## src/rtl/wall_follower_ctrl.sv

```systemverilog
// Wall-following navigation controller: synchronised sensors, left/right-hand rule, timed turns, stuck detection.
// Define WALL_FOLLOWER_DEBOUNCE_EN to add a per-sensor debounce filter; otherwise filtered = synchronised.
module wall_follower_ctrl #(
  parameter int DEBOUNCE_CYCLES = 4,
  parameter int TURN_CYCLES     = 8,
  parameter int STUCK_LIMIT     = 3
) (
  input  logic       clk,
  input  logic       rst_n,
  input  logic       enable,
  input  logic       hand_sel,
  input  logic       front_sensor,
  input  logic       left_sensor,
  input  logic       right_sensor,
  output logic       front,
  output logic       turn_left,
  output logic       turn_right,
  output logic       stuck,
  output logic [2:0] state_dbg
);

  typedef enum logic [2:0] {
    IDLE        = 3'd0,
    FORWARD     = 3'd1,
    FOLLOW      = 3'd2,
    TURN_AWAY   = 3'd3,
    TURN_TOWARD = 3'd4,
    STUCK       = 3'd5
  } state_t;

  if (DEBOUNCE_CYCLES < 1 || DEBOUNCE_CYCLES > 15) begin : g_bad_debounce
    $error("DEBOUNCE_CYCLES out of range 1..15");
  end
  if (TURN_CYCLES < 1 || TURN_CYCLES > 255) begin : g_bad_turn
    $error("TURN_CYCLES out of range 1..255");
  end
  if (STUCK_LIMIT < 1 || STUCK_LIMIT > 15) begin : g_bad_stuck
    $error("STUCK_LIMIT out of range 1..15");
  end

  localparam logic [7:0] TURN_LOAD = 8'(TURN_CYCLES - 1);
  localparam logic [3:0] STUCK_LIM = 4'(STUCK_LIMIT);

  // Sensor vectors are ordered {front, left, right}.
  logic [2:0] sync1, sync2, filt;

  // NOTE: sequential state is always assigned with <= so every flop samples pre-edge values.
  always_ff @(posedge clk or negedge rst_n) begin
    if (!rst_n) begin
      sync1 <= '0;
      sync2 <= '0;
    end else begin
      sync1 <= {front_sensor, left_sensor, right_sensor};
      sync2 <= sync1;
    end
  end

`ifdef WALL_FOLLOWER_DEBOUNCE_EN
  localparam logic [3:0] DEB_LIM = 4'(DEBOUNCE_CYCLES);
  logic [3:0] deb_cnt [3];

  // NOTE: the counter array is only three small registers, so it is reset like any other flop.
  always_ff @(posedge clk or negedge rst_n) begin
    if (!rst_n) begin
      filt <= '0;
      for (int i = 0; i < 3; i++) deb_cnt[i] <= '0;
    end else begin
      for (int i = 0; i < 3; i++) begin
        if (sync2[i] == filt[i]) begin
          deb_cnt[i] <= '0;
        end else if (deb_cnt[i] + 4'd1 == DEB_LIM) begin
          filt[i]    <= sync2[i];
          deb_cnt[i] <= '0;
        end else begin
          deb_cnt[i] <= deb_cnt[i] + 4'd1;
        end
      end
    end
  end
`else
  assign filt = sync2;
`endif

  logic front_f, left_f, right_f, side_f;
  assign front_f = filt[2];
  assign left_f  = filt[1];
  assign right_f = filt[0];

  state_t     state, state_nxt;
  logic       hand, hand_nxt;
  logic [7:0] turn_cnt, turn_cnt_nxt;
  logic [3:0] turn_count, turn_count_nxt;
  logic       front_nxt, turn_left_nxt, turn_right_nxt, stuck_nxt;
  logic       in_turn, to_turn;

  assign side_f  = hand ? right_f : left_f;
  assign in_turn = (state == TURN_AWAY) || (state == TURN_TOWARD);

  // NOTE: every combinational output gets a default first so no path leaves it unassigned (no latches).
  always_comb begin
    state_nxt      = state;
    hand_nxt       = hand;
    turn_cnt_nxt   = (turn_cnt != 8'd0) ? turn_cnt - 8'd1 : 8'd0;
    turn_count_nxt = turn_count;
    front_nxt      = 1'b0;
    turn_left_nxt  = 1'b0;
    turn_right_nxt = 1'b0;
    stuck_nxt      = 1'b0;

    case (state)
      IDLE: begin
        turn_count_nxt = '0;
        if (enable) begin
          state_nxt = FORWARD;
          hand_nxt  = hand_sel;
        end
      end
      FORWARD: begin
        turn_count_nxt = '0;
        if (front_f)     state_nxt = TURN_AWAY;
        else if (side_f) state_nxt = FOLLOW;
      end
      FOLLOW: begin
        turn_count_nxt = '0;
        if (front_f)      state_nxt = TURN_AWAY;
        else if (!side_f) state_nxt = TURN_TOWARD;
      end
      TURN_AWAY, TURN_TOWARD: begin
        if (turn_cnt == 8'd0) begin
          if (turn_count == STUCK_LIM) state_nxt = STUCK;
          else if (front_f)            state_nxt = TURN_AWAY;
          else if (side_f)             state_nxt = FOLLOW;
          else                         state_nxt = FORWARD;
        end
      end
      STUCK:   state_nxt = STUCK;
      default: state_nxt = IDLE;
    endcase

    if (!enable) state_nxt = IDLE;

    // A fresh turn starts on entry from a non-turn state or on a reload when the current turn expires.
    to_turn = (state_nxt == TURN_AWAY) || (state_nxt == TURN_TOWARD);
    if (to_turn && (!in_turn || turn_cnt == 8'd0)) begin
      turn_cnt_nxt   = TURN_LOAD;
      turn_count_nxt = turn_count_nxt + 4'd1;
    end

    case (state_nxt)
      FORWARD, FOLLOW: front_nxt = 1'b1;
      TURN_AWAY: begin
        turn_right_nxt = ~hand_nxt;
        turn_left_nxt  = hand_nxt;
      end
      TURN_TOWARD: begin
        turn_left_nxt  = ~hand_nxt;
        turn_right_nxt = hand_nxt;
      end
      STUCK:   stuck_nxt = 1'b1;
      default: ;
    endcase
  end

  always_ff @(posedge clk or negedge rst_n) begin
    if (!rst_n) begin
      state      <= IDLE;
      hand       <= 1'b0;
      turn_cnt   <= '0;
      turn_count <= '0;
      front      <= 1'b0;
      turn_left  <= 1'b0;
      turn_right <= 1'b0;
      stuck      <= 1'b0;
    end else begin
      state      <= state_nxt;
      hand       <= hand_nxt;
      turn_cnt   <= turn_cnt_nxt;
      turn_count <= turn_count_nxt;
      front      <= front_nxt;
      turn_left  <= turn_left_nxt;
      turn_right <= turn_right_nxt;
      stuck      <= stuck_nxt;
    end
  end

  assign state_dbg = state;

endmodule

```

## config.mk

```make
export PLATFORM = sky130hd
export DESIGN_NAME = wall_follower_ctrl
export DESIGN_NICKNAME = d
export VERILOG_FILES = /design/src/rtl/wall_follower_ctrl.sv
export SDC_FILE = /design/constraint.sdc
export NUM_CORES = 1
export LEC_CHECK = 0
export ABC_AREA = 1
export CAP_MARGIN = 5
export CORE_ASPECT_RATIO = 1.4
export CORE_MARGIN = 5
export CORE_UTILIZATION = 50
export CTS_CLUSTER_SIZE = 8
export DETAILED_ROUTE_END_ITERATION = 7
export PLACE_DENSITY_LB_ADDON = 0.3
export SETUP_SLACK_MARGIN = 0.02
export SLEW_MARGIN = 20
export SYNTH_ARGS = -nofsm -noshare
export SYNTH_HDL_FRONTEND = slang
export SYNTH_SLANG_ARGS = --single-unit
```

## constraint.sdc

```tcl
create_clock -name clk -period 1.7 [get_ports clk]
set_clock_uncertainty 0.2 [all_clocks]
set_input_delay 0.34 -clock clk [delete_from_list [all_inputs] [get_ports clk]]
set_output_delay 0.34 -clock clk [all_outputs]
set_load 0.02 [all_outputs]
```

==> impl_metrics.tcl, run 1 <==
set metrics [dict create \
    start_util_pct 52.7 \
    via_per_inst 5.15 \
    antenna_found_initial 0 \
    slew_headroom_pct 74.2 \
    p_per_area_nw_per_um2 1420 \
    synth-seq-cells 26 \
    syn_nets 170 \
    final_max_slew_viol_count 0 \
    ys_seq_area_share_pct 46.7 \
    p_sw_share_pct 42.6 \
    routedWlPerCell_um 13.8 \
    stdcell_area_um2 2110 \
    grtUsageTotal_pct 18.7 \
    critical_path.max_fanout 8 \
    grt_use_met3_pct 3.29 \
    vias 1333 \
    io_pins 14 \
    route.detailed.drc 0 \
    top_usage_layer "met2" \
    cts_tree "built" \
    ant_nets 0 \
    finalSetupViolations 17 \
    endpoint_kind "flop" \
    die_y_um 72.4 \
    die_w_um 54.6 \
    antenna_cells 0 \
    grtUsageMet2_pct 31.2 \
    syn_area_per_cell_um2 8.70 \
    p_sw_uw 1280 \
    nets 234 \
    max_cap_violations 0 \
    hold_class "input pin to async pin" \
    drt_wl_total_um 3570 \
    violations "negative setup slack" \
    drt_iter0_drc 35 \
    dpl.hpwl_um 2350 \
    synth_cell_types 26 \
    dpl_cell_area_um2 1850 \
    slowest_delay_ns 0.41 \
    cts.htree.levels 1 \
    combPwrFrac_pct 60.1 \
    cts_root_buf "clkbuf_4" \
    core-area_um2 2640 \
    leakage_uw 0.00108 \
    ir_drop_mv 0.978 \
    nFillCells 177 \
    cts_num_sinks 26 \
    hold_viol_final 0 \
    start_kind "flop" \
    fin_cells 259 \
    crit_required_ns 1.75 \
    cpMaxStageDelayCell "dfrtp_1" \
    fin_crit_ns 1.93 \
    grtUsageMet1_pct 22.1 \
    fmax_mhz 517 \
    regArea_um2 654 \
    clock_tree.buffer_depth 2 \
    syn_to_final_growth_pct 51.6 \
    critPathKind "flop to flop" \
    gr-total-overflow 0 \
    routabilityCongestion 0.887 \
    fin_crit_sh_pct 114 \
    drive_above_1_share_pct 47.5 \
    synth_warnings 0 \
    setup_slack_ns -0.234 \
    clock_power_share_pct 9.1 \
    drt-pass1-iter-count 4 \
    cts_buffers 3 \
    io_buffers 13 \
    syn_area_um2 1390 \
    grt_pass1_wl_um 5510 \
    grt_max_degree 27 \
    rows 22 \
    die_area_um2 3960 \
    cp.arrival_ns 1.98 \
    synthCells 160 \
    status "finished with violations" \
    clk_pin_slew_ns 0.14 \
    grt_pass1_vias 1316 \
    tightest_slew_ns 0.386 \
    placed_cells 241 \
    clk_latency_ns 0.32 \
    p_seq_share_pct 30.8 \
    rsz0062_at_grt "true" \
    p_int_uw 1720 \
    multi_input_area_um2 816 \
    crit_chain "inv_2 -> ha_4 -> nand2_8 -> nor2_8 -> inv_4 -> nand2_2 -> nand3_2 -> nand2_4 -> inv_4 -> nand2_4 -> nand2_8 -> buf_6 -> a21oi_2" \
]
power groups by stage:
stage                     sequential, uW  combinational, uW  clock (uW)
after floorplan                      946                772           0
after global placement               904               1350           0
after detailed placement             910               1390           0
after CTS                            913               1510         274
after global routing                 936               1970         306
final                                924               1800         272
sequential cells by signal, summed over array words and instances (netlist names):
signal      flops
turn_cnt        8
turn_count      4
filt            3
state_dbg       3
sync1           3
front           1
hand            1
stuck           1
turn_left       1
turn_right      1
Yosys cell counts:
cell type,instances,area [um^2]
inv_1,20,75.1
inv_4,2,12.5
nor2_1,11,41.3
nand2_4,3,33.8
a21oi_1,9,45.0
nand4_1,1,6.26
nand2_1,37,139
o21ai_0,7,35.0
a21oi_4,1,16.3
nor2_8,1,20.0
nand2_2,3,18.8
nand2_8,1,20.0
xor2_1,3,26.3
nand3_2,2,20.0
nor2_4,1,11.3
nand3b_1,1,7.51
xnor2_1,3,26.3
dfrtp_1,26,651
nand3_4,1,17.5
o21bai_1,1,7.51
ha_1,3,37.5
o21a_1,1,7.51
o21ai_2,1,8.76
nor3_1,3,15.0
a21oi_2,1,8.76
nand3_1,17,85.1
final cells by class:
| type | count | share of cell area, % |
|---|---|---|
| sequential | 26 | 31.0 |
| multi-input combinational | 112 | 38.6 |
| inverter | 22 | 4.39 |
| tap | 36 | 2.13 |
| timing repair buffer | 59 | 22.6 |
| clock buffer | 4 | 1.24 |
metrics by stage:
step           setup TNS [ns]  setup WS, ns  util (%)  total power (uW)  hold slack (ns)
5_1_grt                 -4.47        -0.308      79.9              3210            0.175
2_1_floorplan          -0.517       -0.0801         -              1720           -0.156
6_report                -3.12        -0.234      79.9              3000            0.164
3_3_place_gp            -1.28        -0.149      69.9              2260            0.134
3_5_place_dp            -2.02        -0.213      69.9              2300            0.139
4_1_cts                 -2.02        -0.167      73.6              2700            0.170
routing by layer:
layer	share of wire, %	wire [um]
met1	36	1280
met2	58	2080
met3	2.2	77
met4	3.7	132
met5	0	0
path summary, 6_finish.rpt:
check,startpoint,endpoint,slack (ns),depth (start not counted)
setup / recovery,turn_cnt[1],turn_cnt[4],-0.23,13
hold / removal,rst_n,turn_right,0.16,2
setup reg to reg,turn_cnt[1],turn_cnt[4],-0.23,13
hold reg to reg,sync1[1],filt[1],0.17,0
max in group asynchronous,rst_n,state_dbg[1],0.88,2
min in group clk,sync1[1],filt[1],0.17,0
cell families (layout without fill, tap and decap cells):
| logic type | count (synthesis) | after routing | share of synthesized area, % |
|---|---|---|---|
| flip-flops | 26 | 26 | 46.7 |
| buffers and inverters | 22 | 85 | 6.29 |
| AO/OA/AOI/OAI | 21 | 21 | 9.25 |
| AND/OR/NAND/NOR | 82 | 82 | 31.3 |
| XOR/XNOR | 6 | 6 | 3.77 |
| adder cells (fa/ha/maj) | 3 | 3 | 2.70 |
cell usage in the layout (no fill, tap or decap), drive strengths merged:
cell type,count
ha,3
nand3,20
nor3,3
o21bai,1
nor2,13
buf,47
clkbuf,6
inv,22
xnor2,3
nand4,1
o21a,1
a21oi,11
dfrtp,26
nand3b,1
nand2,44
clkdlybuf4s50,6
o21ai,8
xor2,3
dlygate4sd2,4
worst max-delay path: cells and delay by family, from the launching register on:
kind                       cells  cell delay (ns)
AOI/OAI and AO/OA              1             0.14
adders and majority gates      1             0.16
and+or+nand+nor                7             0.66
buffers and inverters          4             0.30
DFF                            1             0.41
timing repair:
item | in CTS | in global routing
resized for setup | 23 | 34
setup endpoints to repair | 25 | 21
hold buffers | 0 | 0
pin swaps | 9 | 13
hold endpoints to repair | 0 | 0
buffers inserted | 4 | 10
Note: power is estimated with default switching activity, not from simulation.
==> run 2, diff against run 1 <==
- CORE_UTILIZATION: 50 -> 55
- clock period: 1.7 -> 1.9 ns (I/O delays scaled with it)
==> impl_metrics.tcl, run 2 (synthesized netlist as in run 1, its figures left out) <==
set metrics [dict create \
    fmax_mhz 514 \
    status "finished with violations" \
    endpoint_kind "flop" \
    nFillCells 146 \
    p_per_area_nw_per_um2 1300 \
    final_max_slew_viol_count 0 \
    ir_drop_mv 0.907 \
    critPathKind "flop to flop" \
    start_util_pct 57.6 \
    clk_pin_slew_ns 0.13 \
    core-area_um2 2420 \
    cts_buffers 3 \
    via_per_inst 5.34 \
    clock_tree.buffer_depth 2 \
    grt_max_degree 27 \
    drive_above_1_share_pct 39.5 \
    slew_headroom_pct 76.9 \
    clk_latency_ns 0.33 \
    grtUsageTotal_pct 21.8 \
    violations "negative setup slack" \
    tightest_slew_ns 0.345 \
    fin_hold_ws_ns 0.166 \
    cts_num_sinks 26 \
    drt_iter0_drc 43 \
    final_common_cell "nand2_1" \
    crit_required_ns 1.94 \
    multi_input_area_um2 818 \
    critical_path.max_fanout 7 \
    route.detailed.drc 0 \
    final_util_pct 84.4 \
    cts_hold_buf 0 \
    top_register "turn_cnt" \
    mostFrequentLayoutCells "nand2_1 (29), buf_4 (28), dfrtp_1 (24), inv_1 (17), nand3_1 (16)" \
    routedWlPerCell_um 16.4 \
    antenna_cells 0 \
    die_y_um 69.5 \
    io_buffers 13 \
    reg2reg_slack_ns -0.05 \
    nets 221 \
    rr_startpoint "turn_cnt[7]" \
    drt_wl_total_um 3990 \
    cp.arrival_ns 1.98 \
    cp-startpoint "turn_cnt[7]" \
    crit_path_end "turn_count[3]" \
    rows 21 \
    finalSetupViolations 10 \
    start_kind "flop" \
    dpl.hpwl_um 2240 \
    drt-pass1-iter-count 4 \
    die_area_um2 3650 \
    fin_crit_sh_pct 102 \
    regArea_um2 653 \
    reg.largest.list "turn_cnt x8, turn_count x4" \
    max_cap_violations 0 \
    io_pins 14 \
    vias 1302 \
    hold_viol_final 0 \
    hold_class "flop to flop" \
    cts_root_buf "clkbuf_4" \
    largest_reg_flops 8 \
    routabilityCongestion 0.883 \
    gr-total-overflow 0 \
    setup_slack_ns -0.0461 \
    leakage_uw 0.00108 \
    syn_to_final_growth_pct 46.5 \
    fin_crit_ns 1.95 \
    cts.htree.levels 1 \
    grt_pass1_vias 1329 \
    antenna_found_initial 0 \
    rsz0062_at_grt "true" \
    cts_tree "built" \
    r2r_cells 12 \
    r2r_end "turn_count[3]" \
    die_w_um 52.5 \
    grt_pass1_wl_um 5890 \
    ant_nets 0 \
]
## run 2: cell types whose count changed in the layout (fill, tap and decap cells not counted), moves of 2 or more
cell	delta
buf_6	-3
inv_4	-2
dlymetal6s2s_1	+3
buf_4	-14
nor3_2	-2
nand2_2	-3
inv_1	+4
buf_12	+2
nand2_4	+2
nand2_1	+2
inv_2	-2
## run 2: metrics by stage
step | instance area [um^2] | setup TNS [ns] | instances | power [uW] | setup slack (ns)
detailed placement | 1680 | -0.401 | 222 | 1840 | -0.0888
finish | 2040 | -0.276 | 244 | 2650 | -0.0461
global placement | 1680 | 0 | 222 | 1800 | 0.00175
global route | 2040 | -1.19 | 244 | 2810 | -0.113
floorplan | 1390 | 0 | 160 | 1480 | 0.0305
CTS | 1920 | 0 | 240 | 2390 | 0.0203
## run 2: what timing repair did
item                                    4_1_cts  5_1_grt
pin swaps                                    15        8
buffers inserted                             13        4
gates resized for setup                      29       24
gates cloned                                  1        0
endpoints found under the setup margin       18       20
## run 2: where the power goes
| group | internal [uW] | switching, uW | total [uW] |
|---|---|---|---|
| clock network | 118 | 166 | 283 |
| registers | 691 | 117 | 808 |
| logic | 685 | 878 | 1560 |
## run 2: per-layer routing
| metal | track usage [%] | share of wire [%] | routed length [um] |
|---|---|---|---|
| met1 | 23.6 | 36 | 1450 |
| met2 | 38.0 | 56 | 2250 |
| met3 | 3.44 | 3.4 | 137 |
| met4 | 13.1 | 3.8 | 151 |
| met5 | 0 | 0 | 0 |
## run 2: layout make-up
class	instances	area share, %
multi-input combinational	113	40.1
sequential	26	32.0
timing repair buffer	45	19.7
inverter	22	4.29
tap	34	2.09
clock buffer	4	1.78
## run 2: critical path, stage by stage, from the launching register on
cell and delay, ns:
dfrtp_1 0.43, nor2_2 0.20, nand2_4 0.10, nor2_8 0.16, inv_4 0.05, nand2_2 0.06, nand3_2 0.08, nand2_4 0.11
nand3_4 0.13, nand2_8 0.13, nand2_8 0.08, nand2_1 0.08, nand2_1 0.05
## run 2: worst min-delay path by stage
stage	start	end	slack [ns]	cells past startpoint
floorplan	rst_n	filt[0]	-0.12	0
global placement	sync1[0]	filt[0]	0.13	0
detailed placement	sync1[2]	filt[2]	0.14	0
CTS	sync1[1]	filt[1]	0.17	0
global route	rst_n	turn_count[3]	0.20	2
finish	sync1[1]	filt[1]	0.17	0
